$ cat src/rtl/sha256_digest_unloader_if.sv
// Handshake bundle between the SHA-256 hash registers, the digest unloader and the host read side.
// The master modport is the unloader's view; the slave modport is the core/host side.
interface sha256_digest_unloader_if;
   logic         load;
   logic [255:0] digest_i;
   logic         out_ready;
   logic         out_valid;
   logic [31:0]  out_data;
   logic [2:0]   out_idx;
   logic         out_last;
   logic         busy_o;
   logic         overrun_o;

   modport master (
      input  load, digest_i, out_ready,
      output out_valid, out_data, out_idx, out_last, busy_o, overrun_o
   );

   modport slave (
      output load, digest_i, out_ready,
      input  out_valid, out_data, out_idx, out_last, busy_o, overrun_o
   );
endinterface

$ cat src/rtl/sha256_digest_unloader.sv
// Captures a 256-bit SHA-256 digest on load and streams it out H0..H7 over valid/ready.
// Optional macro SHA_DIGEST_BSWAP_EN byte-reverses every output word for a little-endian host.
module sha256_digest_unloader #(
   parameter int WORD_W    = 32,
   parameter int NUM_WORDS = 8
) (
   input  logic                       CLK,
   input  logic                       RST,
   sha256_digest_unloader_if.master   bus
);

   localparam int IDX_W = $clog2(NUM_WORDS);
   localparam logic [IDX_W-1:0] LAST_IDX = IDX_W'(NUM_WORDS - 1);

   localparam logic [0:0] ST_IDLE = 1'b0;
   localparam logic [0:0] ST_SEND = 1'b1;

   logic [0:0]                          state_q, state_d;
   logic [NUM_WORDS-1:0][WORD_W-1:0]    buf_q, buf_d;
   logic [IDX_W-1:0]                    idx_q, idx_d;
   logic                                ovr_q, ovr_d;

   logic              send;
   logic              xfer;
   logic              final_xfer;
   logic              accept;
   logic              drop;
   logic [WORD_W-1:0] word;

   function automatic logic [WORD_W-1:0] bswap32(input logic [WORD_W-1:0] w);
      return {w[7:0], w[15:8], w[23:16], w[31:24]};
   endfunction

   always_comb begin
      send       = (state_q == ST_SEND);
      xfer       = send && bus.out_ready;
      final_xfer = xfer && (idx_q == LAST_IDX);
      // A load is taken when idle, or when it coincides with the last word leaving.
      accept     = bus.load && (!send || final_xfer);
      drop       = bus.load && send && !final_xfer;
   end

   always_comb begin
      state_d = state_q;
      buf_d   = buf_q;
      idx_d   = idx_q;
      ovr_d   = ovr_q;
      if (accept) begin
         buf_d   = bus.digest_i;
         idx_d   = '0;
         state_d = ST_SEND;
         ovr_d   = 1'b0;
      end else if (final_xfer) begin
         idx_d   = '0;
         state_d = ST_IDLE;
      end else if (xfer) begin
         idx_d   = idx_q + 1'b1;
      end
      if (drop) begin
         ovr_d = 1'b1;
      end
   end

   always_ff @(posedge CLK or posedge RST) begin
      if (RST) begin
         state_q <= ST_IDLE;
         buf_q   <= '0;
         idx_q   <= '0;
         ovr_q   <= 1'b0;
      end else begin
         state_q <= state_d;
         buf_q   <= buf_d;
         idx_q   <= idx_d;
         ovr_q   <= ovr_d;
      end
   end

   // H0 occupies the most significant word of the packed buffer.
   always_comb begin
      word = buf_q[LAST_IDX - idx_q];
   end

`ifdef SHA_DIGEST_BSWAP_EN
   assign bus.out_data = bswap32(word);
`else
   assign bus.out_data = word;
`endif

   assign bus.out_valid = send;
   assign bus.busy_o    = send;
   assign bus.out_idx   = idx_q;
   assign bus.out_last  = send && (idx_q == LAST_IDX);
   assign bus.overrun_o = ovr_q;

endmodule

$ cat src/flat_wrapper.sv
// flat-port wrapper written by rule: the top's interface ports become plain ports
module sha256_digest_unloader_flat 
#(
   parameter int WORD_W    = 32,
   parameter int NUM_WORDS = 8
)
  (CLK, RST, bus_load, bus_digest_i, bus_out_ready, bus_out_valid, bus_out_data, bus_out_idx, bus_out_last, bus_busy_o, bus_overrun_o);
  sha256_digest_unloader_if bus_i ();
  input  logic CLK;
  input  logic RST;
  input wire logic [$bits(bus_i.load)-1:0] bus_load;
  input wire logic [$bits(bus_i.digest_i)-1:0] bus_digest_i;
  input wire logic [$bits(bus_i.out_ready)-1:0] bus_out_ready;
  output wire logic [$bits(bus_i.out_valid)-1:0] bus_out_valid;
  output wire logic [$bits(bus_i.out_data)-1:0] bus_out_data;
  output wire logic [$bits(bus_i.out_idx)-1:0] bus_out_idx;
  output wire logic [$bits(bus_i.out_last)-1:0] bus_out_last;
  output wire logic [$bits(bus_i.busy_o)-1:0] bus_busy_o;
  output wire logic [$bits(bus_i.overrun_o)-1:0] bus_overrun_o;
  assign bus_i.load = bus_load;
  assign bus_i.digest_i = bus_digest_i;
  assign bus_i.out_ready = bus_out_ready;
  assign bus_out_valid = bus_i.out_valid;
  assign bus_out_data = bus_i.out_data;
  assign bus_out_idx = bus_i.out_idx;
  assign bus_out_last = bus_i.out_last;
  assign bus_busy_o = bus_i.busy_o;
  assign bus_overrun_o = bus_i.overrun_o;
  sha256_digest_unloader #(.WORD_W(WORD_W), .NUM_WORDS(NUM_WORDS)) u_core (.CLK(CLK), .RST(RST), .bus(bus_i));
endmodule
$ cat config.mk
export PLATFORM = sky130hd
export DESIGN_NAME = sha256_digest_unloader_flat
export DESIGN_NICKNAME = d
export VERILOG_FILES = /design/src/rtl/sha256_digest_unloader_if.sv /design/src/rtl/sha256_digest_unloader.sv /design/src/flat_wrapper.sv
export SDC_FILE = /design/constraint.sdc
export NUM_CORES = 1
export LEC_CHECK = 0
export BUFFER_PORTS_ARGS = -buffer_cell sky130_fd_sc_hd__buf_2
export CAP_MARGIN = 20
export CORE_UTILIZATION = 50
export DETAILED_ROUTE_END_ITERATION = 7
export PLACE_DENSITY = 0.81
export SYNTH_ARGS = -nofsm -noshare
export SYNTH_HDL_FRONTEND = slang
export SYNTH_SLANG_ARGS = --single-unit
$ cat constraint.sdc
create_clock -name CLK -period 11.8 [get_ports CLK]
set_input_delay 2.36 -clock CLK [delete_from_list [all_inputs] [get_ports CLK]]
set_output_delay 2.36 -clock CLK [all_outputs]
set_load 0.05 [all_outputs]
==> reports/results.ini <==
[synth]
synth_enable_flop_cells = 0
ys_warn_count = 0
ys_seq_area_frac = 0.5317
ys.flop_type = dfrtp_1
synthesis.nets = 937
synth_seq_cells = 261
yosys.area.top_type = dfrtp_1
synthCells = 675
synth_top_area_frac = 0.5317
syn_area_um2 = 12280
synth.avg_cell_area_um2 = 18.20
synth_cell_types = 23
synth_area_leaders = dfrtp_1, mux2_4, mux2_1
synthTopCellsByCount = dfrtp_1, mux2_1, mux2_4, mux2_2, mux4_2
synth_most_common_cell = dfrtp_1
synthArstFlopShare = 1.000

[die]
die_area_um2 = 25200
die_h_um = 158.7
die_x_um = 158.7
num_rows = 56
num_io_pins = 299
core_area_um2 = 23750
initial_core_util = 0.5172

[setup_path]
r2r_end = u_core.buf_q[67]
cp-end-kind = output port
cp_max_fo = 36
r2r-start = u_core.bus.out_idx[0]
critical_path_required_ns = 9.44
slowest_delay_ns = 0.78
cp-start-kind = register
path_cells = buf_4, mux4_1, mux2_2, buf_2
reg2reg_slack_ns = 7.02
rr_worst_depth = 9
cp.arrival_ns = 3.11
path_class = register to output port
slowest_stage = dfrtp_4

[route]
post-route-drc-count = 0
wl_um = 26150
wl_per_cell_um = 19.99
first_pass_iters = 6
drt_iter0_drc = 321
dr_total_vias = 6991
ant_nets = 0
drt-vias-per-instance = 5.345

[global_route]
grt_pass1_vias = 7937
antenna_found_initial = 5
track_usage = 0.2146
grt_max_degree = 126
grt_pass1_wl_um = 43190
grt_remaining_overflow = 0

[clock_network]
numCtsBuffers = 29
cts.sinks = 261
hold_buffers = 0
tritoncts = built
post-cts-setup-buffers = 0
clock_latency_ns = 0.54
clock_path_buffers = 3
clk_pin_slew_ns = 0.06
post_cts_resize_count = 0
root_buffer = clkbuf_16
htree_levels = 1

[pwr]
ir_drop_uv = 212.2
p_leak_nw = 7.281
p_per_area_nw_per_um2 = 283.2

[layout]
fill_cells = 1751
fin_util = 0.6204
regArea_um2 = 6540
synthToLayoutAreaGrowth_pct = 19.95
drive_gt1_frac = 0.5624
multi_input_area_um2 = 5263
layout.nets = 1227

[placed_design]
hpwl_um = 17480
io_buffers = 298
gp_congestion = 0.7910

[timing]
timing.setup.tns_ns = 0
setup_viol = 0
grt_setup_unrepaired = no
slew_headroom = 0.2951
clock.fmax_mhz = 182.8
worst_slew_pin_slew_ns = 1.057
hold_violations = 0
maxSlewViolCount = 0
finalCritPeriodShare = 0.4636
fin_skew_ns = 0.01581
fin_crit_ns = 5.471

[worst_hold_path]
holdPathStages = 1
hold-path-endpoint = u_core.buf_q[11]
hp-class = register to register
hp-start = u_core.buf_q[11]

[outcome]
status = finished, final reports clean

[run]
maxCapViolCount = 0

[logic make-up after synthesis]
kind of cell,synth area share
multiplexers,0.4210
AO/OA/AOI/OAI,0.002649
buffers and inverters,0.04054
AND/OR/NAND/NOR,0.002139
flip-flops,0.5317
adder cells (fa/ha/maj),0.002037
[power by group]
part	total, mW	internal, mW	leakage [nW]	switching, mW
clock network	0.873	0.525	0.454	0.347
logic	1.70	0.871	3.65	0.829
registers	1.60	1.33	3.17	0.269
total	4.17	2.73	7.28	1.45
[worst max path at each step]
| stage | to | from | slack [ns] |
|---|---|---|---|
| 2_1_floorplan | u_core.buf_q[0] | RST | 2.26 |
| 3_3_place_gp | u_core.buf_q[67] | bus_out_ready | 6.05 |
| 3_5_place_dp | u_core.buf_q[67] | bus_out_ready | 5.99 |
| 4_1_cts | bus_out_data[13] | u_core.bus.out_idx[0] | 6.23 |
| 5_1_grt | bus_out_data[13] | u_core.bus.out_idx[0] | 6.17 |
| 6_report | bus_out_data[24] | u_core.bus.out_idx[2] | 6.33 |
[cell usage in the layout, fill, tap and decap left out]
cell       count
buf_2        298
dfrtp_1      258
mux2_1       129
mux2_4       100
mux2_2        60
mux4_2        40
clkbuf_16     29
mux4_1        24
clkbuf_1      10
buf_4          7
clkbuf_8       5
diode_2        4
clkinv_2       4
a22o_1         2
ha_1           2
bufinv_16      2
dfrtp_4        2
a21boi_1       1
nand2b_4       1
and2_1         1
inv_8          1
o21a_1         1
or2_2          1
nand2_1        1
nor2_1         1
mux2i_1        1
inv_6          1
buf_16         1
buf_12         1
dfrtp_2        1
[layout make-up]
type,instances,share of cell area
sequential,261,0.4438
multi-input combinational,365,0.3571
timing repair buffer,307,0.1080
clock buffer,44,0.05647
tap,319,0.02709
clock inverter,7,0.006029
inverter,1,0.0007642
antenna,4,0.0006793
[layer usage]
metal  GRT usage  wire length (um)  part of all wire
met5           0                13           0.00050
met1      0.2886             11150              0.43
met4     0.05605               641             0.025
met3     0.05434              1651             0.063
met2      0.3473             12690              0.49
[registers in the layout, summed over array words and instances, names as in the netlist]
register and cells:
u_core.bus.overrun_o 1, u_core.bus.out_idx 3, u_core.bus.busy_o 1, u_core.buf_q 256
[per-stage QoR]
| stage | power, mW | instances | setup slack (ns) | cell area [um2] | hold slack (ns) |
|---|---|---|---|---|---|
| 3_5_place_dp | 3.305 | 1251 | 5.988 | 13760 | 0.4738 |
| 5_1_grt | 4.386 | 1306 | 6.170 | 14730 | 0.4941 |
| 4_1_cts | 4.202 | 1302 | 6.227 | 14680 | 0.4865 |
| 3_3_place_gp | 3.241 | 1251 | 6.049 | 13760 | 0.4652 |
| 2_1_floorplan | 2.949 | 675 | 2.257 | 12280 | 0.4555 |
| 6_report | 4.174 | 1308 | 6.329 | 14740 | 0.4833 |
[worst max-delay path: cells and delay by family, from the launching register on]
family / cells / cell delay (ns)
flops: 1 / 0.78
mux: 2 / 0.93
buf+inv: 2 / 0.85
No activity file was read; power rests on OpenSTA's default activity.
